### src/rtl/shift_arbiter_if.sv
// shift_arbiter_if -- bundle of every handshake and bus signal around the
// shift_arbiter: two requester command channels, the shifter control/data
// bus, the response channel and the busy flag.
//
//   req0_* / req1_*  : requester command channels (valid/ready, op, amt, data)
//   sh_c, sh_s, sh_i : shifter control code, shift amount, load data
//   sh_o             : shifter register output
//   rsp_*            : response channel (valid/ready, id, data)
//   busy             : arbiter is not idle
//
// Modports:
//   slave  -- the arbiter itself
//   master -- the environment (requesters, shifter, response consumer)
interface shift_arbiter_if;
  logic       req0_valid;
  logic       req0_ready;
  logic [1:0] req0_op;
  logic [2:0] req0_amt;
  logic [7:0] req0_data;

  logic       req1_valid;
  logic       req1_ready;
  logic [1:0] req1_op;
  logic [2:0] req1_amt;
  logic [7:0] req1_data;

  logic [1:0] sh_c;
  logic [2:0] sh_s;
  logic [7:0] sh_i;
  logic [7:0] sh_o;

  logic       rsp_valid;
  logic       rsp_id;
  logic [7:0] rsp_data;
  logic       rsp_ready;

  logic       busy;

  modport slave (
    input  req0_valid, req0_op, req0_amt, req0_data,
    input  req1_valid, req1_op, req1_amt, req1_data,
    output req0_ready, req1_ready,
    output sh_c, sh_s, sh_i,
    input  sh_o,
    output rsp_valid, rsp_id, rsp_data,
    input  rsp_ready,
    output busy
  );

  modport master (
    output req0_valid, req0_op, req0_amt, req0_data,
    output req1_valid, req1_op, req1_amt, req1_data,
    input  req0_ready, req1_ready,
    input  sh_c, sh_s, sh_i,
    output sh_o,
    input  rsp_valid, rsp_id, rsp_data,
    output rsp_ready,
    input  busy
  );
endinterface

### src/rtl/shift_arbiter.sv
// shift_arbiter -- round-robin arbiter that lets two requesters share one
// external 8-bit shift register. A granted command is issued to the shifter
// for exactly one cycle, the block then waits LAT cycles for the shifter
// output to settle, captures it and holds it on the response channel until
// the consumer takes it.
//
// Parameters:
//   LAT   : cycles from the shifter control edge to a valid sh_o (1..15)
// Ports:
//   clk   : clock, all state updates on the rising edge
//   rst_n : asynchronous active-low reset
//   bus   : shift_arbiter_if.slave (requesters, shifter bus, response, busy)
module shift_arbiter #(
  parameter int unsigned LAT = 1
) (
  input  logic           clk,
  input  logic           rst_n,
  shift_arbiter_if.slave bus
);

  localparam logic [1:0] ST_IDLE  = 2'b00;
  localparam logic [1:0] ST_ISSUE = 2'b01;
  localparam logic [1:0] ST_WAIT  = 2'b10;
  localparam logic [1:0] ST_RESP  = 2'b11;

  localparam logic [1:0] OP_HOLD = 2'b00;
  localparam logic [1:0] OP_SHL  = 2'b01;
  localparam logic [1:0] OP_SHR  = 2'b10;
  localparam logic [1:0] OP_LOAD = 2'b11;

  localparam logic [3:0] LAT_CNT = 4'(LAT);

  logic [1:0] state;
  logic       last;       // index of the most recent winner
  logic [3:0] wait_cnt;   // remaining WAIT cycles

  // Command latched on the accepting edge.
  logic [1:0] op_q;
  logic [2:0] amt_q;
  logic [7:0] data_q;
  logic       id_q;

  logic       rsp_valid_q;
  logic       rsp_id_q;
  logic [7:0] rsp_data_q;

  logic grant0;
  logic grant1;
  logic ready0;
  logic ready1;
  logic accept;

  // Round-robin: a lone requester always wins; under contention the one
  // that did not win last time goes first.
  always_comb begin
    // NOTE: every signal written here gets a default first, so no path can
    // leave it unassigned and infer a latch.
    grant0 = 1'b0;
    grant1 = 1'b0;
    if (bus.req0_valid && bus.req1_valid) begin
      grant0 = last;
      grant1 = !last;
    end else begin
      grant0 = bus.req0_valid;
      grant1 = bus.req1_valid;
    end
  end

  // Ready is combinational from valid, so it is also gated by rst_n to keep
  // both readies low while reset is held even though the state reads IDLE.
  assign ready0 = rst_n && (state == ST_IDLE) && bus.req0_valid && grant0;
  assign ready1 = rst_n && (state == ST_IDLE) && bus.req1_valid && grant1;
  assign accept = ready0 || ready1;

  assign bus.req0_ready = ready0;
  assign bus.req1_ready = ready1;
  assign bus.busy       = (state != ST_IDLE);
  assign bus.rsp_valid  = rsp_valid_q;
  assign bus.rsp_id     = rsp_id_q;
  assign bus.rsp_data   = rsp_data_q;

  // Shifter bus: a command only during the single ISSUE cycle, otherwise the
  // hold code with zero amount/data. Fields that are meaningless for the op
  // are forced to zero rather than passed through.
  always_comb begin
    bus.sh_c = OP_HOLD;
    bus.sh_s = 3'd0;
    bus.sh_i = 8'h00;
    if (state == ST_ISSUE) begin
      bus.sh_c = op_q;
      if (op_q == OP_SHL || op_q == OP_SHR) bus.sh_s = amt_q;
      if (op_q == OP_LOAD)                  bus.sh_i = data_q;
    end
  end

  always_ff @(posedge clk or negedge rst_n) begin
    // NOTE: state registers use non-blocking assignments so every register
    // samples the pre-edge values, independent of statement order.
    if (!rst_n) begin
      state       <= ST_IDLE;
      last        <= 1'b1;
      wait_cnt    <= 4'd0;
      op_q        <= OP_HOLD;
      amt_q       <= 3'd0;
      data_q      <= 8'h00;
      id_q        <= 1'b0;
      rsp_valid_q <= 1'b0;
      rsp_id_q    <= 1'b0;
      rsp_data_q  <= 8'h00;
    end else begin
      case (state)
        ST_IDLE: begin
          if (accept) begin
            op_q   <= ready1 ? bus.req1_op   : bus.req0_op;
            amt_q  <= ready1 ? bus.req1_amt  : bus.req0_amt;
            data_q <= ready1 ? bus.req1_data : bus.req0_data;
            id_q   <= ready1;
            last   <= ready1;
            state  <= ST_ISSUE;
          end
        end
        ST_ISSUE: begin
          wait_cnt <= LAT_CNT;
          state    <= ST_WAIT;
        end
        ST_WAIT: begin
          // Counter holds the cycles still to go including the current one,
          // so the edge seen with a count of 1 ends the last WAIT cycle.
          if (wait_cnt <= 4'd1) begin
            wait_cnt    <= 4'd0;
            rsp_data_q  <= bus.sh_o;
            rsp_id_q    <= id_q;
            rsp_valid_q <= 1'b1;
            state       <= ST_RESP;
          end else begin
            wait_cnt <= wait_cnt - 4'd1;
          end
        end
        ST_RESP: begin
          if (bus.rsp_ready) begin
            rsp_valid_q <= 1'b0;
            state       <= ST_IDLE;
          end
        end
        default: state <= ST_IDLE;
      endcase
    end
  end

endmodule

### src/flat_wrapper.sv
// flat-port wrapper written by rule: the top's interface ports become plain ports
module shift_arbiter_flat 
#(
  parameter int unsigned LAT = 1
)
  (clk, rst_n, bus_req0_valid, bus_req0_op, bus_req0_amt, bus_req0_data, bus_req1_valid, bus_req1_op, bus_req1_amt, bus_req1_data, bus_req0_ready, bus_req1_ready, bus_sh_c, bus_sh_s, bus_sh_i, bus_sh_o, bus_rsp_valid, bus_rsp_id, bus_rsp_data, bus_rsp_ready, bus_busy);
  shift_arbiter_if bus_i ();
  input  logic clk;
  input  logic rst_n;
  input wire logic [$bits(bus_i.req0_valid)-1:0] bus_req0_valid;
  input wire logic [$bits(bus_i.req0_op)-1:0] bus_req0_op;
  input wire logic [$bits(bus_i.req0_amt)-1:0] bus_req0_amt;
  input wire logic [$bits(bus_i.req0_data)-1:0] bus_req0_data;
  input wire logic [$bits(bus_i.req1_valid)-1:0] bus_req1_valid;
  input wire logic [$bits(bus_i.req1_op)-1:0] bus_req1_op;
  input wire logic [$bits(bus_i.req1_amt)-1:0] bus_req1_amt;
  input wire logic [$bits(bus_i.req1_data)-1:0] bus_req1_data;
  output wire logic [$bits(bus_i.req0_ready)-1:0] bus_req0_ready;
  output wire logic [$bits(bus_i.req1_ready)-1:0] bus_req1_ready;
  output wire logic [$bits(bus_i.sh_c)-1:0] bus_sh_c;
  output wire logic [$bits(bus_i.sh_s)-1:0] bus_sh_s;
  output wire logic [$bits(bus_i.sh_i)-1:0] bus_sh_i;
  input wire logic [$bits(bus_i.sh_o)-1:0] bus_sh_o;
  output wire logic [$bits(bus_i.rsp_valid)-1:0] bus_rsp_valid;
  output wire logic [$bits(bus_i.rsp_id)-1:0] bus_rsp_id;
  output wire logic [$bits(bus_i.rsp_data)-1:0] bus_rsp_data;
  input wire logic [$bits(bus_i.rsp_ready)-1:0] bus_rsp_ready;
  output wire logic [$bits(bus_i.busy)-1:0] bus_busy;
  assign bus_i.req0_valid = bus_req0_valid;
  assign bus_i.req0_op = bus_req0_op;
  assign bus_i.req0_amt = bus_req0_amt;
  assign bus_i.req0_data = bus_req0_data;
  assign bus_i.req1_valid = bus_req1_valid;
  assign bus_i.req1_op = bus_req1_op;
  assign bus_i.req1_amt = bus_req1_amt;
  assign bus_i.req1_data = bus_req1_data;
  assign bus_req0_ready = bus_i.req0_ready;
  assign bus_req1_ready = bus_i.req1_ready;
  assign bus_sh_c = bus_i.sh_c;
  assign bus_sh_s = bus_i.sh_s;
  assign bus_sh_i = bus_i.sh_i;
  assign bus_i.sh_o = bus_sh_o;
  assign bus_rsp_valid = bus_i.rsp_valid;
  assign bus_rsp_id = bus_i.rsp_id;
  assign bus_rsp_data = bus_i.rsp_data;
  assign bus_i.rsp_ready = bus_rsp_ready;
  assign bus_busy = bus_i.busy;
  shift_arbiter #(.LAT(LAT)) u_core (.clk(clk), .rst_n(rst_n), .bus(bus_i));
endmodule
### config.mk
export PLATFORM = sky130hd
export DESIGN_NAME = shift_arbiter_flat
export DESIGN_NICKNAME = d
export VERILOG_FILES = /design/src/rtl/shift_arbiter_if.sv /design/src/rtl/shift_arbiter.sv /design/src/flat_wrapper.sv
export SDC_FILE = /design/constraint.sdc
export NUM_CORES = 1
export LEC_CHECK = 0
export ABC_AREA = 1
export CAP_MARGIN = 20
export CORE_MARGIN = 2
export CORE_UTILIZATION = 41
export CTS_BUF_LIST = sky130_fd_sc_hd__clkbuf_8
export CTS_CLUSTER_DIAMETER = 200
export DETAILED_ROUTE_END_ITERATION = 8
export GPL_TIMING_DRIVEN = 1
export PLACE_DENSITY = 0.75
export SETUP_SLACK_MARGIN = 0.15
export SYNTH_ARGS = -nofsm -noshare
export SYNTH_HDL_FRONTEND = slang
export SYNTH_SLANG_ARGS = --single-unit
### constraint.sdc
create_clock -name clk -period 1.49 [get_ports clk]
set_input_delay 0.447 -clock clk [delete_from_list [all_inputs] [get_ports clk]]
set_output_delay 0.447 -clock clk [all_outputs]
set_load 0.05 [all_outputs]
==> key figures, run 1 <==
Placement
  • Placed cell count: 377
  • Placed Area: roughly 0.0030 mm2
  • Post-DP HPWL: between 3000 and 4000 um
  • DP Worst Slack: -0.384 ns
  • Placer congestion estimate: 0.797
  • Port Buffers: 64

CTS
  • CTS tree: built
  • Worst-Skew Late Latency: 0.30 ns
  • Cts bufs inserted: 5
  • Clock buffer depth: 2
  • Clk pin slew, worst setup/hold paths: ~0.070 ns
  • Clock sink count: 31
  • H-tree depth: 2
  • CTS root buf: clkbuf_8
  • CTS Hold Buffers Added: 0

Setup path
  • WP data arrival: between 1 and 1.5 ns
  • Crit. End Element: output pin
  • Setup Crit Path Kind: flop to output pin
  • Worst Path Required: 1.04 ns
  • Startpoint type of the worst setup path: flop
  • Crit Path Max Fanout: 3

Timing
  • Final setup fails: 43
  • Fmax: 0.525 GHz
  • TNS Setup: -8.30 ns
  • Clock period minus worst slack: 1.90 ns
  • Least-Margin Pin Slew: ~0.31 ns
  • Setup slack after layout: -0.415 ns
  • Hold Violations, Final: 0
  • Final slew viol count: 0
  • Slew margin rel.: 79.3%
  • RSZ-0062 raised after global routing: true
  • Clk_skew: 0.00507 ns
  • Fin crit share: 128%

Logic synthesis
  • Post-synthesis register bit count: 31
  • Warnings from Yosys: 0
  • Mapped cell area: 0.00176 mm2
  • Post-synthesis sequential area ratio: 44.2%
  • Mapped Nets: 295
  • Mapped Cells: 248
  • Synth Area per Inst: 7.09 um2
  • Distinct cells, synth: 20

Cells and area
  • Share of cells above drive strength 1: 42.1%
  • Layout area overhead: 99.6%
  • Fin cells: 399
  • Most common cell after layout, fill and taps aside: nand2_1
  • Nets: a little under 400
  • Commonest non-fill, non-tap cells in the layout: nand2_1 (59), inv_1 (46), clkdlybuf4s50_1 (36)
  • Inserted Diodes: 0
  • Finished layout cell area: ~0.0035 mm2
  • Final core utilization: 86.5%

Floorplan
  • Die Wd: 69.5 um
  • Full die area: 0.00483 mm2
  • Row count: 23
  • Core footprint: 0.00406 mm2
  • Initial Util: 43.3%
  • I/O pin cnt: 65
  • Chip Height: 69.5 um

Global route
  • Total track usage: 22.8%
  • Vias in the first global route: slightly below 2000
  • First-pass GRT wire length: 8870 um
  • Total grt overflow: 0
  • Initial antenna violation count: 0
  • Largest net degree at the start of global routing: 24

Route
  • DRT antenna net count: 0
  • Routed wire length: between 6000 and 7000 um
  • DRC viols: 0
  • Initial DRT Pass Iterations: 4
  • Via count: 1978
  • DR vias/cell: 4.96
  • Initial DRC count: 71
  • Per-cell routed wire length: 15.8 um

Pwr
  • VDD IR max: about 1.9 mV
  • Power Density: 2100 mW/mm2
  • Leakage: 0.00171 uW

Min path
  • HP Class: input pin to asynchronous set/reset pin

Job
  • Max-cap viol count: 0

Run status
  • Status: finished, violations left
  • Failing checks: negative setup slack
==> cell usage after synthesis, drive strengths merged <==
cell type | count | share of area [%]
buf | 6 | 2.2
o21a | 1 | 0.43
or2 | 3 | 1.1
nand4 | 2 | 0.71
xor2 | 1 | 0.50
nor2 | 17 | 4.1
dfstp | 1 | 1.5
nand2 | 90 | 19
ha | 8 | 5.7
dfrtp | 30 | 43
inv | 54 | 12
o21ai | 11 | 3.1
nand3 | 19 | 5.7
a21oi | 5 | 1.4
==> through the flow <==
step,total power [uW],hold slack (ns)
2_1_floorplan,3730,0.151
6_report,7380,0.174
5_1_grt,7760,0.177
3_3_place_gp,5310,0.461
4_1_cts,6710,0.172
3_5_place_dp,5420,0.466
==> sequential cells by signal (all words and copies together), names as in the netlist, 2 cells and up <==
register,cells
u_core.bus.rsp_data,8
u_core.op_q,2
u_core.wait_cnt,4
u_core.data_q,8
u_core.amt_q,3
u_core.state,2
==> power by group <==
group	internal (uW)	switching (uW)
clock	541	356
combinational	2210	2690
sequential	1250	334
total	4000	3380
==> routing by layer <==
metal  vias up  track usage [%]  part of all wire, %  wire, um
li1        931                -                    -         -
met1       924             26.1                   36      2270
met2        98             40.1                   52      3270
met3        25             6.54                  7.6       476
met4         0             8.71                  4.5       281
met5         -                0                    0         0
==> critical path, cell delays in order, from the launching register on <==
cell     delay, ns
dfrtp_1       0.43
inv_2         0.10
ha_4          0.17
nand3_2       0.10
a21oi_4       0.18
buf_12        0.16
==> area by class of cell <==
| type | count | area (um2) |
|---|---|---|
| Inverter | 54 | 224 |
| Sequential cell | 31 | 777 |
| Timing Repair Buffer | 98 | 1220 |
| Tap cell | 50 | 62.6 |
| Timing Repair inverter | 1 | 7.51 |
| Clock inverter | 2 | 35.0 |
| Clock buffer | 6 | 82.6 |
| Multi-Input combinational cell | 157 | 1100 |
| Fill cell | 211 | 548 |
==> cells by family after synthesis <==
kind of cell,after synthesis,share of synthesized area [%]
simple gates,131,30.9
buf+inv,60,13.7
flops,31,44.2
compound gates,17,4.98
fa+ha+maj,8,5.69
xor+xnor,1,0.498
==> path summary, 6_finish.rpt <==
path / start / end / slack (ns) / cells after the start
max: u_core.state[0] / bus_req0_ready / -0.41 / 5
min: rst_n / u_core.wait_cnt[2] / 0.17 / 2
max reg2reg: u_core.state[0] / u_core.amt_q[2] / -0.18 / 10
min reg2reg: u_core.data_q[7] / u_core.data_q[7] / 0.48 / 2
max in group asynchronous: rst_n / u_core.last / 0.95 / 2
min in group clk: u_core.data_q[7] / u_core.data_q[7] / 0.48 / 2
==> what timing repair did <==
item | in CTS | in global routing
resized for setup | 44 | 49
setup endpoints to repair | 43 | 50
pin swaps | 11 | 10
endpoints found under the hold margin | 0 | 0
setup buffers | 5 | 8
gates cloned | 1 | 0
No activity file was read; power rests on OpenSTA's default activity.
==> inputs of run 2 (changes only) <==
- CTS_CLUSTER_DIAMETER: 200 -> unset
==> results of run 2 <==
Final layout, timing and power as in run 1 (identical DEF).
==> inputs of run 3 (changes only) <==
- SLEW_MARGIN: unset -> 15
==> results of run 3 <==
Final layout, timing and power as in run 1 (identical DEF).
